==> src/rtl/dmem_arbiter.sv <==
// Arbiter and sequencer between the fetch and load/store ports and a single-port,
// word-wide, one-cycle-latency data memory. Partial stores run as read-modify-write.
module dmem_arbiter #(
    parameter int ADDR_W = 32
) (
    input  logic              clk,
    input  logic              rst_n,
    input  logic              if_req_valid,
    input  logic [ADDR_W-1:0] if_req_addr,
    output logic              if_req_ready,
    output logic              if_resp_valid,
    output logic [31:0]       if_resp_data,
    input  logic              ls_req_valid,
    input  logic [ADDR_W-1:0] ls_req_addr,
    input  logic              ls_req_we,
    input  logic [3:0]        ls_req_be,
    input  logic [31:0]       ls_req_wdata,
    output logic              ls_req_ready,
    output logic              ls_resp_valid,
    output logic [31:0]       ls_resp_data,
    output logic [ADDR_W-1:0] mem_addr,
    output logic [31:0]       mem_wdata,
    output logic              mem_we,
    input  logic [31:0]       mem_rdata
);

    typedef enum logic [1:0] {
        IDLE,
        RD,
        RMW,
        ACK
    } state_t;

    typedef enum logic {
        GRANT_IF,
        GRANT_LS
    } grant_t;

    state_t            state;
    state_t            state_next;
    grant_t            last_grant;
    grant_t            winner;
    logic              accept;
    logic              store_accept;
    logic [ADDR_W-1:0] req_addr;
    logic [ADDR_W-1:0] req_word;
    logic [ADDR_W-1:0] addr_q;
    logic [31:0]       wdata_q;
    logic [3:0]        be_q;
    logic [31:0]       mem_wdata_q;
    logic [31:0]       merged;

    // Byte-offset bits never reach the word-addressed memory.
    logic unused_addr_bits;
    assign unused_addr_bits = ^{if_req_addr[1:0], ls_req_addr[1:0]};

    // Lone requester wins; under contention the port not served last time wins.
    always_comb begin
        winner = GRANT_IF;
        if (if_req_valid && ls_req_valid) begin
            winner = (last_grant == GRANT_IF) ? GRANT_LS : GRANT_IF;
        end else if (ls_req_valid) begin
            winner = GRANT_LS;
        end
    end

    assign if_req_ready = (state == IDLE) && if_req_valid && (winner == GRANT_IF);
    assign ls_req_ready = (state == IDLE) && ls_req_valid && (winner == GRANT_LS);
    assign accept       = if_req_ready || ls_req_ready;
    assign store_accept = ls_req_ready && ls_req_we;
    assign req_addr     = (winner == GRANT_LS) ? ls_req_addr : if_req_addr;
    assign req_word     = {2'b00, req_addr[ADDR_W-1:2]};

    // Enabled lanes come from the store data, the rest from the word read at accept.
    always_comb begin
        merged = mem_rdata;
        for (int i = 0; i < 4; i++) begin
            if (be_q[i]) begin
                merged[8*i +: 8] = wdata_q[8*i +: 8];
            end
        end
    end

    always_comb begin
        state_next    = state;
        mem_addr      = addr_q;
        mem_we        = 1'b0;
        mem_wdata     = mem_wdata_q;
        if_resp_valid = 1'b0;
        if_resp_data  = 32'h0;
        ls_resp_valid = 1'b0;
        ls_resp_data  = 32'h0;
        case (state)
            IDLE: begin
                if (accept) begin
                    mem_addr = req_word;
                    if (store_accept) begin
                        if (ls_req_be == 4'hF) begin
                            mem_we     = 1'b1;
                            mem_wdata  = ls_req_wdata;
                            state_next = ACK;
                        end else if (ls_req_be == 4'h0) begin
                            state_next = ACK;
                        end else begin
                            state_next = RMW;
                        end
                    end else begin
                        state_next = RD;
                    end
                end
            end
            RD: begin
                if (last_grant == GRANT_IF) begin
                    if_resp_valid = 1'b1;
                    if_resp_data  = mem_rdata;
                end else begin
                    ls_resp_valid = 1'b1;
                    ls_resp_data  = mem_rdata;
                end
                state_next = IDLE;
            end
            RMW: begin
                mem_we     = 1'b1;
                mem_wdata  = merged;
                state_next = ACK;
            end
            ACK: begin
                ls_resp_valid = 1'b1;
                state_next    = IDLE;
            end
            default: state_next = IDLE;
        endcase
    end

    // last_grant doubles as the owner of the transaction in flight.
    always_ff @(posedge clk or negedge rst_n) begin
        if (!rst_n) begin
            state       <= IDLE;
            last_grant  <= GRANT_IF;
            addr_q      <= '0;
            wdata_q     <= 32'h0;
            be_q        <= 4'h0;
            mem_wdata_q <= 32'h0;
        end else begin
            state <= state_next;
            if (accept) begin
                last_grant <= winner;
                addr_q     <= req_word;
                wdata_q    <= ls_req_wdata;
                be_q       <= ls_req_be;
            end
            if (mem_we) begin
                mem_wdata_q <= mem_wdata;
            end
        end
    end

endmodule

==> config.mk <==
export PLATFORM = sky130hd
export DESIGN_NAME = dmem_arbiter
export DESIGN_NICKNAME = d
export VERILOG_FILES = /design/src/rtl/dmem_arbiter.sv
export SDC_FILE = /design/constraint.sdc
export NUM_CORES = 1
export LEC_CHECK = 0
export ABC_CLOCK_PERIOD_IN_PS = 2600
export CAP_MARGIN = 40
export CELL_PAD_IN_SITES_DETAIL_PLACEMENT = 1
export CELL_PAD_IN_SITES_GLOBAL_PLACEMENT = 2
export CORE_MARGIN = 2
export CORE_UTILIZATION = 24
export DETAILED_ROUTE_END_ITERATION = 8
export PLACE_DENSITY_LB_ADDON = 0.1
export SYNTH_ARGS = -nofsm -noshare
export SYNTH_HDL_FRONTEND = slang
export SYNTH_SLANG_ARGS = --single-unit
==> constraint.sdc <==
create_clock -name clk -period 2.6 [get_ports clk]
set_clock_uncertainty 0.2 [all_clocks]
set_input_delay 0.52 -clock clk [delete_from_list [all_inputs] [get_ports clk]]
set_output_delay 0.52 -clock clk [all_outputs]
set_load 0.1 [all_outputs]
==> results.txt <==
Number of buffer cells added on primary ports: 265. The cell at the root of the clock tree was sky130_fd_sc_hd__clkbuf_16. The tool flagged a number of max-cap violations equal to 0. TritonCTS built the clock tree.

The tools report the number of H-tree levels as 3. The launch point of the worst hold path is ls_req_be[3]. The run gives 0.7587 as the weighted congestion at the end of routability-driven global placement. In this run the cell area of the synthesized design comes to 5996 µm². Counting tap cells, the placed design contains a total of 1254 instances. The run gives 0.6095 as the tightest slew margin relative to the limit. The detailed-placement wirelength estimate is 19130 µm.

The run gives 0 as the DRC violation count after routing. For this run, the number of standard cells in the final layout without fillers is 1353. The maximum number of pins on one net before global-route repair was 41; the final critical path time including I/O delays and setup was 2.776 ns.

Leading cell type in the layout, fill and taps excluded: sky130_fd_sc_hd__buf_12. The tools report the footprint of the flip-flops and latches as 2587 µm². Clock-pin slew was measured on the worst setup and hold paths at 0.07 ns.

In this run the core area contains 57 standard-cell rows. The cell count after synthesis came out at 632. The worst register-to-register path has a setup slack of 0.08 ns.

The initial cell density of the core is 0.2458. The run finished, with violations left. The tools report the fraction of the yosys area taken by sequential cells as 0.4299. The die covers 26260 µm². The tools report the insertion delay of the later-clocked pin in the worst-skew pair as 0.35 ns. During synthesis, Yosys emitted a total of 0 warnings. The logs give 2 for the maximum root-to-sink buffer count and 4 for the length of the first detailed-routing pass in iterations. Setup repair after global routing could not meet its margin everywhere. In this run the worst setup path begins at last_grant.

The checks that failed: setup timing. The overall fraction of global-route tracks in use is 0.2164. TritonCTS created 9 clock buffers. The top cell types in the final layout, fill and taps aside, are sky130_fd_sc_hd__buf_12, sky130_fd_sc_hd__clkdlybuf4s50_1, sky130_fd_sc_hd__dfrtp_1, sky130_fd_sc_hd__buf_4, sky130_fd_sc_hd__a21oi_1. The overall via count from detail_route was 6599.

Summed over all failing endpoints, the final setup total negative slack is -7.846 ns. The fraction of layout cells with a size suffix above 1 came out at 0.5661. The path class of the tightest hold or removal check is input pin to flip-flop.

A synthesized cell averages 9.487 µm². For this block, the initial DRC count from the detailed router was 156. The maximum clock frequency came out at 0.3602 GHz. The final critical-path setup slack is -0.1764 ns. The total nets after synthesis came out at 769.

After detailed routing, the average wire length per cell comes to 21.46 µm. Relative to the synthesized area, the layout overhead comes to 138.7%. The die is 162.1 µm tall. The logs give 1.88 ns for the required arrival time at the worst endpoint and 1 for the initial antenna violation count. The die is 162.1 µm wide. After global routing the overflow that remains totals 0. The top fanout value on the critical path is 4, and the number of primary I/O pins is 270.

At the worst endpoint, the arrival time is 2.06 ns. The first global-routing pass estimated 43810 µm of wire. The number of different library cells used by synthesis comes to 30. The fraction of the cycle the final worst path needs is 1.068. For the via count of the first global-routing pass, the log shows 7623.

STA classifies the critical path endpoint as an output pin. For the fill cell total of the finished layout, the log shows 2357. Summed over all layers, the routed wires come to 29040 µm. The area occupied by multi-input gates is 4778 µm², and the post-layout net count is 1160.

The clock drives 103 sinks. The number of hold-slack violations in the final timing report is 0. The detailed-route vias per instance came out at 4.877.

The type of the worst setup path is flip-flop to output pin. STA classifies the critical path startpoint as a flip-flop. Slew of the pin with the lowest slew margin: 0.5858 ns.

The register bit count reported by yosys came out at 103. The number of routed nets with antenna violations is 0, and the area of the core region is 24390 µm². Setup violations remaining at the end of the flow were counted as 86. The worst flop-to-flop path startpoint was state[1]. The max-slew violation count is 0.
## cells by family after synthesis
family / count (synthesis) / synth area share
buffers and inverters: 91 / 0.06720
flip-flops: 103 / 0.4299
AO/OA/AOI/OAI: 164 / 0.1797
AND/OR/NAND/NOR: 176 / 0.1521
multiplexers: 98 / 0.1711
## through the flow
stage | cell area, µm² | setup WS [ns] | hold slack (ns) | utilization
2_1_floorplan | 7310 | -0.4257 | 0.02441 | -
3_3_place_gp | 12210 | -0.5061 | 0.2757 | 0.5005
3_5_place_dp | 12210 | -0.5444 | 0.2932 | 0.5005
4_1_cts | 13720 | -0.2039 | 0.2745 | 0.5625
5_1_grt | 14310 | -0.2340 | 0.2848 | 0.5866
6_report | 14310 | -0.1764 | 0.2811 | 0.5867
## area by class of cell
class | count | share of cell area
diodes | 1 | 0.0001749
clock buffers | 12 | 0.01792
clock inverters | 4 | 0.002098
inverters | 33 | 0.008655
multi-input cells | 439 | 0.3339
flip-flops and latches | 103 | 0.1808
well taps | 324 | 0.02833
repair buffers | 437 | 0.4281
## critical path, stage by stage, from the launching register on
cell and delay (ns):
sky130_fd_sc_hd__dfrtp_1 0.37, sky130_fd_sc_hd__a21bo_4 0.16, sky130_fd_sc_hd__nor3_4 0.05, sky130_fd_sc_hd__buf_4 0.16
sky130_fd_sc_hd__buf_4 0.15, sky130_fd_sc_hd__buf_16 0.13, sky130_fd_sc_hd__buf_4 0.14, sky130_fd_sc_hd__o311ai_4 0.31
sky130_fd_sc_hd__buf_12 0.22
## cell usage after synthesis
cell                       instances  share of area
sky130_fd_sc_hd__a21boi_0          1         0.0013
sky130_fd_sc_hd__nor2b_1           4         0.0042
sky130_fd_sc_hd__buf_4             1         0.0013
sky130_fd_sc_hd__nor3_4            1         0.0027
sky130_fd_sc_hd__nor3_1            1        0.00083
sky130_fd_sc_hd__o311ai_0         56          0.082
sky130_fd_sc_hd__and3_1            1         0.0010
sky130_fd_sc_hd__a21oi_1          94          0.078
sky130_fd_sc_hd__nand3_1          33          0.028
sky130_fd_sc_hd__clkbuf_1         31          0.019
sky130_fd_sc_hd__buf_2            22          0.018
sky130_fd_sc_hd__mux2i_1          62           0.10
sky130_fd_sc_hd__mux2_2           36          0.068
sky130_fd_sc_hd__nor4_1            1         0.0010
sky130_fd_sc_hd__inv_1            33          0.021
sky130_fd_sc_hd__and2_1           64          0.067
sky130_fd_sc_hd__o311ai_1          8          0.012
sky130_fd_sc_hd__nand4_1           1         0.0010
sky130_fd_sc_hd__nor2_1           65          0.041
sky130_fd_sc_hd__a31oi_1           1         0.0010
sky130_fd_sc_hd__nor2_4            1         0.0019
sky130_fd_sc_hd__dfrtp_1         103           0.43
sky130_fd_sc_hd__a21bo_1           1         0.0017
sky130_fd_sc_hd__nor3b_1           1         0.0013
sky130_fd_sc_hd__nand2_1           1        0.00063
sky130_fd_sc_hd__o31ai_1           1         0.0013
sky130_fd_sc_hd__nand2b_1          1         0.0010
sky130_fd_sc_hd__o21a_1            2         0.0025
sky130_fd_sc_hd__buf_6             4         0.0075
sky130_fd_sc_hd__and3b_1           1         0.0015
## metal layers
metal  routed length (µm)  share of wire  track usage  vias to the layer above
met5                    0              0            0                        -
met4                  480          0.017      0.05913                        0
met3                 1569          0.054      0.05209                       28
met2                15950           0.55       0.4037                      178
met1                11040           0.38       0.2454                     3319
li1                     -              -            -                     3074
## sequential cells by signal (all words and copies together), names as in the netlist
register	count
addr_q	32
be_q	4
last_grant	1
mem_wdata_q	32
state	2
wdata_q	32
## worst paths after layout
| check | end | cells past startpoint |
|---|---|---|
| worst max-delay path | mem_wdata[1] | 8 |
| worst min-delay path | be_q[3] | 2 |
| worst max register to register | wdata_q[12] | 9 |
| worst min register to register | addr_q[30] | 1 |
| max in group asynchronous | be_q[1] | 3 |
| min in group asynchronous | mem_wdata_q[10] | 2 |
## timing repair
action	CTS	global route
gates cloned	14	9
hold endpoints to repair	31	0
setup buffers	42	24
setup endpoints to repair	130	128
hold buffers	1	0
pin swaps	27	13
gates resized for setup	148	101
Power is left out: the tool's default activity adds up to more than one toggle a clock period on the data nets, which glitch-free logic cannot reach.
